[src/rtl/tsu0_pkg.sv]
// Shared types and constants for the two-port RAM arbiter.
package tsu0_pkg;

  typedef enum logic [1:0] {
    ARB_IDLE,
    ARB_ISSUE,
    ARB_WAIT,
    ARB_DONE
  } arb_state_t;

  localparam int PORT_CPU  = 0;
  localparam int PORT_DBG  = 1;
  localparam int BURST_MAX = 16;

endpackage

[src/rtl/rr_pick2.sv]
// Two-way round-robin select: a lone requester wins, a tie goes to the port
// that did not win last time.
module rr_pick2
  import tsu0_pkg::*;
(
  input  logic [1:0] req,
  input  logic       last,
  output logic [1:0] win
);

  always_comb begin
    win = req;
    if (req[PORT_CPU] && req[PORT_DBG])
      win = last ? 2'b01 : 2'b10;
  end

endmodule

[src/rtl/mem_arbiter.sv]
// Shares one single-port RAM between the CPU and debug ports with a req/ack
// handshake, round-robin fairness and capped locked bursts.
//
//   state     | meaning
//   ----------+---------------------------------------------------------
//   ARB_IDLE  | no owner; arbitrate among pending requests
//   ARB_ISSUE | address/data on the RAM pins, mem_write high for writes
//   ARB_WAIT  | counting down the RAM read latency
//   ARB_DONE  | ack pulse to owner; continue a locked burst or release
module mem_arbiter
  import tsu0_pkg::*;
#(
  parameter int ADDR_SIZE = 12,
  parameter int WORD_SIZE = 16,
  parameter int RD_LAT    = 1
) (
  input  logic                 sysclk,
  input  logic                 rst_n,
  input  logic [1:0]           req,
  input  logic [1:0]           lock,
  input  logic [1:0]           we,
  input  logic [ADDR_SIZE-1:0] addr0,
  input  logic [ADDR_SIZE-1:0] addr1,
  input  logic [WORD_SIZE-1:0] wdata0,
  input  logic [WORD_SIZE-1:0] wdata1,
  output logic [1:0]           ack,
  output logic [WORD_SIZE-1:0] rdata,
  output logic [1:0]           gnt,
  output logic [ADDR_SIZE-1:0] mem_addr,
  output logic [WORD_SIZE-1:0] mem_in,
  output logic                 mem_write,
  input  logic [WORD_SIZE-1:0] mem_out
);

  arb_state_t state, state_nxt;
  logic       last;
  logic       lock_q;
  logic       is_wr;
  logic [1:0] lat_cnt;
  logic [3:0] burst_left;
  logic [1:0] win;
  logic       port;
  logic       load;
  logic       grant;
  logic       drop_gnt;
  logic       capture;

  rr_pick2 u_pick (
    .req  (req),
    .last (last),
    .win  (win)
  );

  always_comb begin
    state_nxt = state;
    grant     = 1'b0;
    load      = 1'b0;
    drop_gnt  = 1'b0;
    capture   = 1'b0;
    port      = gnt[PORT_DBG];
    case (state)
      ARB_IDLE: begin
        if (|req) begin
          state_nxt = ARB_ISSUE;
          grant     = 1'b1;
          load      = 1'b1;
          port      = win[PORT_DBG];
        end
      end
      ARB_ISSUE: state_nxt = is_wr ? ARB_DONE : ARB_WAIT;
      ARB_WAIT: begin
        if (lat_cnt == 2'd0) begin
          state_nxt = ARB_DONE;
          capture   = 1'b1;
        end
      end
      ARB_DONE: begin
        // The requester presents its next beat during the ack cycle.
        if (lock_q && req[port] && burst_left != 4'd0) begin
          state_nxt = ARB_ISSUE;
          load      = 1'b1;
        end else begin
          state_nxt = ARB_IDLE;
          drop_gnt  = 1'b1;
        end
      end
      default: state_nxt = ARB_IDLE;
    endcase
  end

  always_ff @(posedge sysclk or negedge rst_n) begin
    if (!rst_n) begin
      state      <= ARB_IDLE;
      last       <= 1'b1;
      gnt        <= '0;
      ack        <= '0;
      rdata      <= '0;
      mem_addr   <= '0;
      mem_in     <= '0;
      mem_write  <= 1'b0;
      lock_q     <= 1'b0;
      is_wr      <= 1'b0;
      lat_cnt    <= '0;
      burst_left <= '0;
    end else begin
      state     <= state_nxt;
      ack       <= (state_nxt == ARB_DONE) ? gnt : 2'b00;
      mem_write <= load & we[port];
      if (load) begin
        mem_addr <= port ? addr1 : addr0;
        mem_in   <= port ? wdata1 : wdata0;
        is_wr    <= we[port];
        lock_q   <= lock[port];
      end
      if (grant) begin
        gnt        <= win;
        last       <= win[PORT_DBG];
        burst_left <= 4'(BURST_MAX - 1);
      end else if (load) begin
        burst_left <= burst_left - 4'd1;
      end
      if (drop_gnt)
        gnt <= '0;
      if (state == ARB_ISSUE)
        lat_cnt <= 2'(RD_LAT - 1);
      else if (state == ARB_WAIT)
        lat_cnt <= lat_cnt - 2'd1;
      if (capture)
        rdata <= mem_out;
    end
  end

endmodule
[config.mk]
export PLATFORM = sky130hd
export DESIGN_NAME = mem_arbiter
export DESIGN_NICKNAME = d
export VERILOG_FILES = /design/src/rtl/tsu0_pkg.sv /design/src/rtl/rr_pick2.sv /design/src/rtl/mem_arbiter.sv
export SDC_FILE = /design/constraint.sdc
export NUM_CORES = 1
export LEC_CHECK = 0
export CAP_MARGIN = 20
export CORE_MARGIN = 4
export CORE_UTILIZATION = 42
export DETAILED_ROUTE_END_ITERATION = 8
export PLACE_DENSITY = 0.8
export SETUP_SLACK_MARGIN = 0.4
export SKIP_LAST_GASP = 1
export SYNTH_ARGS = -nofsm -noshare
export SYNTH_HDL_FRONTEND = slang
export SYNTH_HIERARCHICAL = 1
export SYNTH_SLANG_ARGS = --single-unit
[constraint.sdc]
create_clock -name sysclk -period 2.55 [get_ports sysclk]
set_input_delay 0.3825 -clock sysclk [delete_from_list [all_inputs] [get_ports sysclk]]
set_output_delay 0.3825 -clock sysclk [all_outputs]
set_load 0.05 [all_outputs]
# [Word level (Yosys, flattened, before mapping)]
# Index checks and enable logic that the tools add are counted.
[classes] add_sub_neg=2 mux=32 n_bitwise=1 order_cmp=2 reduce_logical=10 eq_ne=4
[op_table] cell="$mux W2" n=9
[op_table] cell="$mux W1" n=17
[op_table] cell="$mux W16" n=1
[op_table] cell="$mux W12" n=1
[op_table] cell="$mux W4" n=2
[op_table] cell="$pmux W2 S4" n=1
[op_table] cell="$eq A2 B2 Y1 const B" n=3
[op_table] cell="$reduce_bool A2 Y1" n=3
[op_table] cell="$logic_not A2 Y1" n=2
[op_table] cell="$lt A1 B2 Y1 const B" n=2
[op_table] cell="$reduce_bool A4 Y1" n=1
[op_table] cell="$sub A4 B1 Y4 const B" n=1
[op_table] cell="$logic_and A1 B1 Y1" n=3
[op_table] cell="$eq A2 B1 Y1 const B" n=1
[op_table] cell="$pmux W1 S2" n=1
[op_table] cell="$reduce_or A2 Y1" n=1
[op_table] cell="$sub A2 B1 Y2 const B" n=1
[op_table] cell="$and A1 B1 Y1" n=1
[word_totals] ff_bits=60

# [Logic depth before layout (Yosys ltp)]
[logic_depth] depth_word=8 mapped_depth=7

# [Cells and area by module]
# The synthesis kept the hierarchy.
[modules_own_cells] module="mem_arbiter" cells_per_inst=203 area_each_um2=2912.8 seq_area_each_um2=1502.7 n_inst=1
[modules_own_cells] module="rr_pick2" cells_per_inst=3 area_each_um2=18.8 seq_area_each_um2=0.0 n_inst=1

# [Least setup slack after synthesis]
# Ideal clock, no wire load.
[synth_path] path_type="reg-to-reg" from="reg state[0]" to="reg mem_addr[0]" path_buffers=1 period_less_slack_ps=2031 required_time_ps=2425 arrival_ps=1907 path_stages_with_launch=8 path_slack_ps=519 setup_ps=125 path_cell_list="dfrtp_1 inv_1 ha_1 o21ai_4 mux2i_2 buf_6 mux2_4 mux2_2"
[synth_via] elab_chain_len=3
[synth_lines] item="from (decl)" line_no="mem_arbiter.sv:35" source="arb_state_t state, state_nxt;"
[synth_lines] item="from (signal assigned)" line_no="mem_arbiter.sv:106" source="state <= state_nxt;"
[synth_lines] item="$logic_not A2 Y1" line_no="mem_arbiter.sv:61" source="case (state)"
[synth_lines] item="$mux W1" line_no="mem_arbiter.sv:61"
[synth_lines] item="$mux W12" line_no="mem_arbiter.sv:110" source="mem_addr <= port ? addr1 : addr0;"
[synth_lines] item="to (signal assigned)" line_no="mem_arbiter.sv:110"
[synth_lines] item="to (decl)" line_no="mem_arbiter.sv:29" source="output logic [ADDR_SIZE-1:0] mem_addr,"
# Parallel ways exist; a longest one is shown, timed or not.
# A chain may end at the register's enable or synchronous reset.

# [Worst setup path after layout]
[layout_path] from="in req[1]" to="reg mem_in[0]"
[layout_via] elab_chain_len=6
[layout_lines] item="from (decl)" line_no="mem_arbiter.sv:19" source="input logic [1:0] req,"
[layout_lines] item="$mux W1 (implied by the code) (2 in series)" line_no="mem_arbiter.sv:79" source="if (lock_q && req[port] && burst_left != 4'd0) begin"
[layout_lines] item="$logic_and A1 B1 Y1 (2 in series)" line_no="mem_arbiter.sv:79"
[layout_lines] item="$mux W1" line_no="mem_arbiter.sv:79"
[layout_lines] item="$pmux W1 S2" line_no="mem_arbiter.sv:61"
[layout_lines] item="to (signal assigned)" line_no="mem_arbiter.sv:111" source="mem_in <= port ? wdata1 : wdata0;"
[layout_lines] item="to (decl)" line_no="mem_arbiter.sv:30" source="output logic [WORD_SIZE-1:0] mem_in,"
# Parallel ways exist; a longest one is shown, timed or not. The select of a mux whose other input is x is not followed.

==> results.md <==
- # diodes: 0
- Worst slew pin tran: 0.741 ns
- CP endpoint kind: register
- Grt total ovfl: 0
- Startpoint types: input pin
- CP Data Required Time: 2.76 ns
- Status: finished clean
- Row count: 30
- Share of cells above drive strength 1: 0.298
- Antenna Violating Nets Remaining: 0
- Async S/R FF share, synth: 1.00
- FF+latch count, synth: 60
- Final Instance Count excl. Fillers: 445
- Clk_skew: 0.00720 ns
- Initial antenna violation count: 0
- Starting Density: 0.431
- Initial drt markers: 37
- CTS Root Buffer Type: clkbuf_8
- Final WL: 6440 um
- Chip Height: 91.5 um
- PwrDens: 1440 nW/um2
- Largest net degree at the start of global routing: 61
- Maximum fanout along the worst path: 31
- CTS Buffer Depth: 2
- Ys flop type: dfrtp_1
- Port bufs: 128
- Slew Limit Fails: 0
- Nets: 433
- Via-per-instance ratio: 4.73
- CTS sink count: 60
- Final setup margin: 0.457 ns
- Seq/Total Area, Yosys: 0.513
- First-pass GRT wire length: 10300 um
- Post-synth cell types: 29
- Overall Power: 6.55 mW
- Place WS: 0.118 ns
- Critical-path top delay cell: clkdlybuf4s50_1
- Setup TNS: 0 ns
- Max incr delay on CP: 0.51 ns
- Count of final setup violators: 0
- Total number of vias: 2106
- Fmax: 0.478 GHz
- Nets in the synthesized netlist: 293
- Post-synth EDFFs: 0
- Layout Utilization: 0.671
- Io pins: 129
- Unrepaired setup endpoints after global routing: true
- CP Class: input pin to register
- Mapped Area: 2930 um2
- Worst skew pair latency: 0.32 ns
- Total track usage: 0.155
- Worst vdd ir: 0.000660 V
- Clock transition at path regs: 0.07 ns
- Hold Vio Cnt, Final: 0
- Hold crit path type: input pin to asynchronous set/reset pin
- Hpwl dp: 4920 um
- Final GP Congestion: 0.676
- Dpl cells: 430
- Die area: 8380 um2
- Die Wd: 91.5 um
- Max-slew headroom: 0.506
- DR DRC count: 0
- Max Cap Viol: 0
- Crit path arrival time: 2.30 ns
- Tmin final: 2.09 ns
- CTS tree: yes
- Core region area: 6790 um2
- Filler cells: 545
- Area grow syn2layout: 55.5%
- Post-DR wirelength/cell: 14.5 um
- Top cell by count, worst path: mux2_2
- Syn Area/Cell: 14.2 um2
- H-tree depth: 3
- CTS Hold Bufs: 0
- Vias in the first global route: 2172
- Leakage Power: 2.02 nW
- Period utilization: 0.821
- Syn Inst Count: 206
- TritonCTS Buffers: 9
- DRT Pass-1 Iters: 4
- Warnings from Yosys: 6
- Crit-path cells: clkdlybuf4s50_1 -> o21ai_4 -> mux2i_4 -> buf_12 -> mux2_2 -> mux2_2
[state kept, by name (all words and copies together) (netlist names)]
register,count
gnt,2
mem_write,1
burst_left,4
state,2
rdata,16
lat_cnt,2
mem_addr,12
last,1
ack,2
is_wr,1
lock_q,1
mem_in,16
[logic make-up (layout without fill, tap and decap cells)]
family                   count (synthesis)  after routing  share of synthesized area
multiplexers                            80             80                      0.342
AO/OA/AOI/OAI                           14             14                     0.0320
AND/OR/NAND/NOR                         28             28                     0.0482
XOR/XNOR                                 1              1                    0.00299
adder cells (fa/ha/maj)                  7              7                     0.0299
buffers and inverters                   16            159                     0.0320
flip-flops                              60             60                      0.513
[final cells by class]
type / count / area [um2] / share of cell area
clock inverters: 2 / 35.0 / 0.00769
clock buffers: 12 / 155 / 0.0340
repair buffers: 136 / 1370 / 0.299
inverters: 9 / 33.8 / 0.00741
multi-input cells: 130 / 1350 / 0.295
well taps: 96 / 120 / 0.0264
flip-flops and latches: 60 / 1500 / 0.330
[power by group]
part | internal, mW | switching (mW) | leakage [nW]
registers | 1.42 | 0.241 | 0.703
logic | 1.77 | 2.28 | 1.22
clock network | 0.493 | 0.335 | 0.0983
total | 3.69 | 2.86 | 2.02
[worst max-delay path: cells and delay by family]
family                 cells  cell delay, ns
AOI/OAI and AO/OA          1            0.23
buffers and inverters      2            0.78
muxes                      3            0.88
[cells in the mapped netlist, drive strengths merged (3+ instances only)]
cell    n  area, um2
dfrtp  59       1480
mux2   75        950
a21oi   4       20.0
nor3    3       26.3
ha      7       87.6
mux2i   5       53.8
inv     9       33.8
nand2   9       33.8
buf     6       56.3
nor2    9       36.3
o21ai   6       41.3
[stage by stage]
step	hold WS (ns)	cell area, um2
after detailed placement	0.492	4350
final	0.207	4560
after global placement	0.486	4350
after global routing	0.266	4560
after CTS	0.237	4550
after floorplan	0.0869	2930
[repair_timing]
item	4_1_cts	5_1_grt
pin swaps	1	0
buffers inserted	1	0
setup endpoints to repair	13	29
cloned	0	0
gates resized for setup	0	3
[routing by layer]
metal	global-route usage	wire, um	vias up
li1	-	-	1001
met1	0.187	2650	1020
met2	0.256	3250	81
met3	0.0489	497	4
met4	0.0603	39	0
met5	0	0	-
[cells in the final DEF, fill, tap and decap left out, drive strengths merged, types with 5 or more instances in the layout]
| cell type | n |
|---|---|
| clkdlybuf4s50 | 127 |
| mux2 | 75 |
| dfrtp | 59 |
| clkbuf | 12 |
| inv | 9 |
| nand2 | 9 |
| nor2 | 9 |
| buf | 9 |
| ha | 7 |
| o21ai | 6 |
| mux2i | 5 |
[worst paths after layout]
path,from,to,slack (ns),cells after the start
setup / recovery,req[1],mem_in[0],0.46,6
hold reg to reg,rdata[5],rdata[5],0.50,1
hold / removal,rst_n,mem_in[10],0.21,2
max in group asynchronous,rst_n,gnt[1],1.85,2
min in group sysclk,rdata[5],rdata[5],0.50,1
setup reg to reg,state[0],mem_in[0],0.48,7
Note: power is estimated with default switching activity, not from simulation.
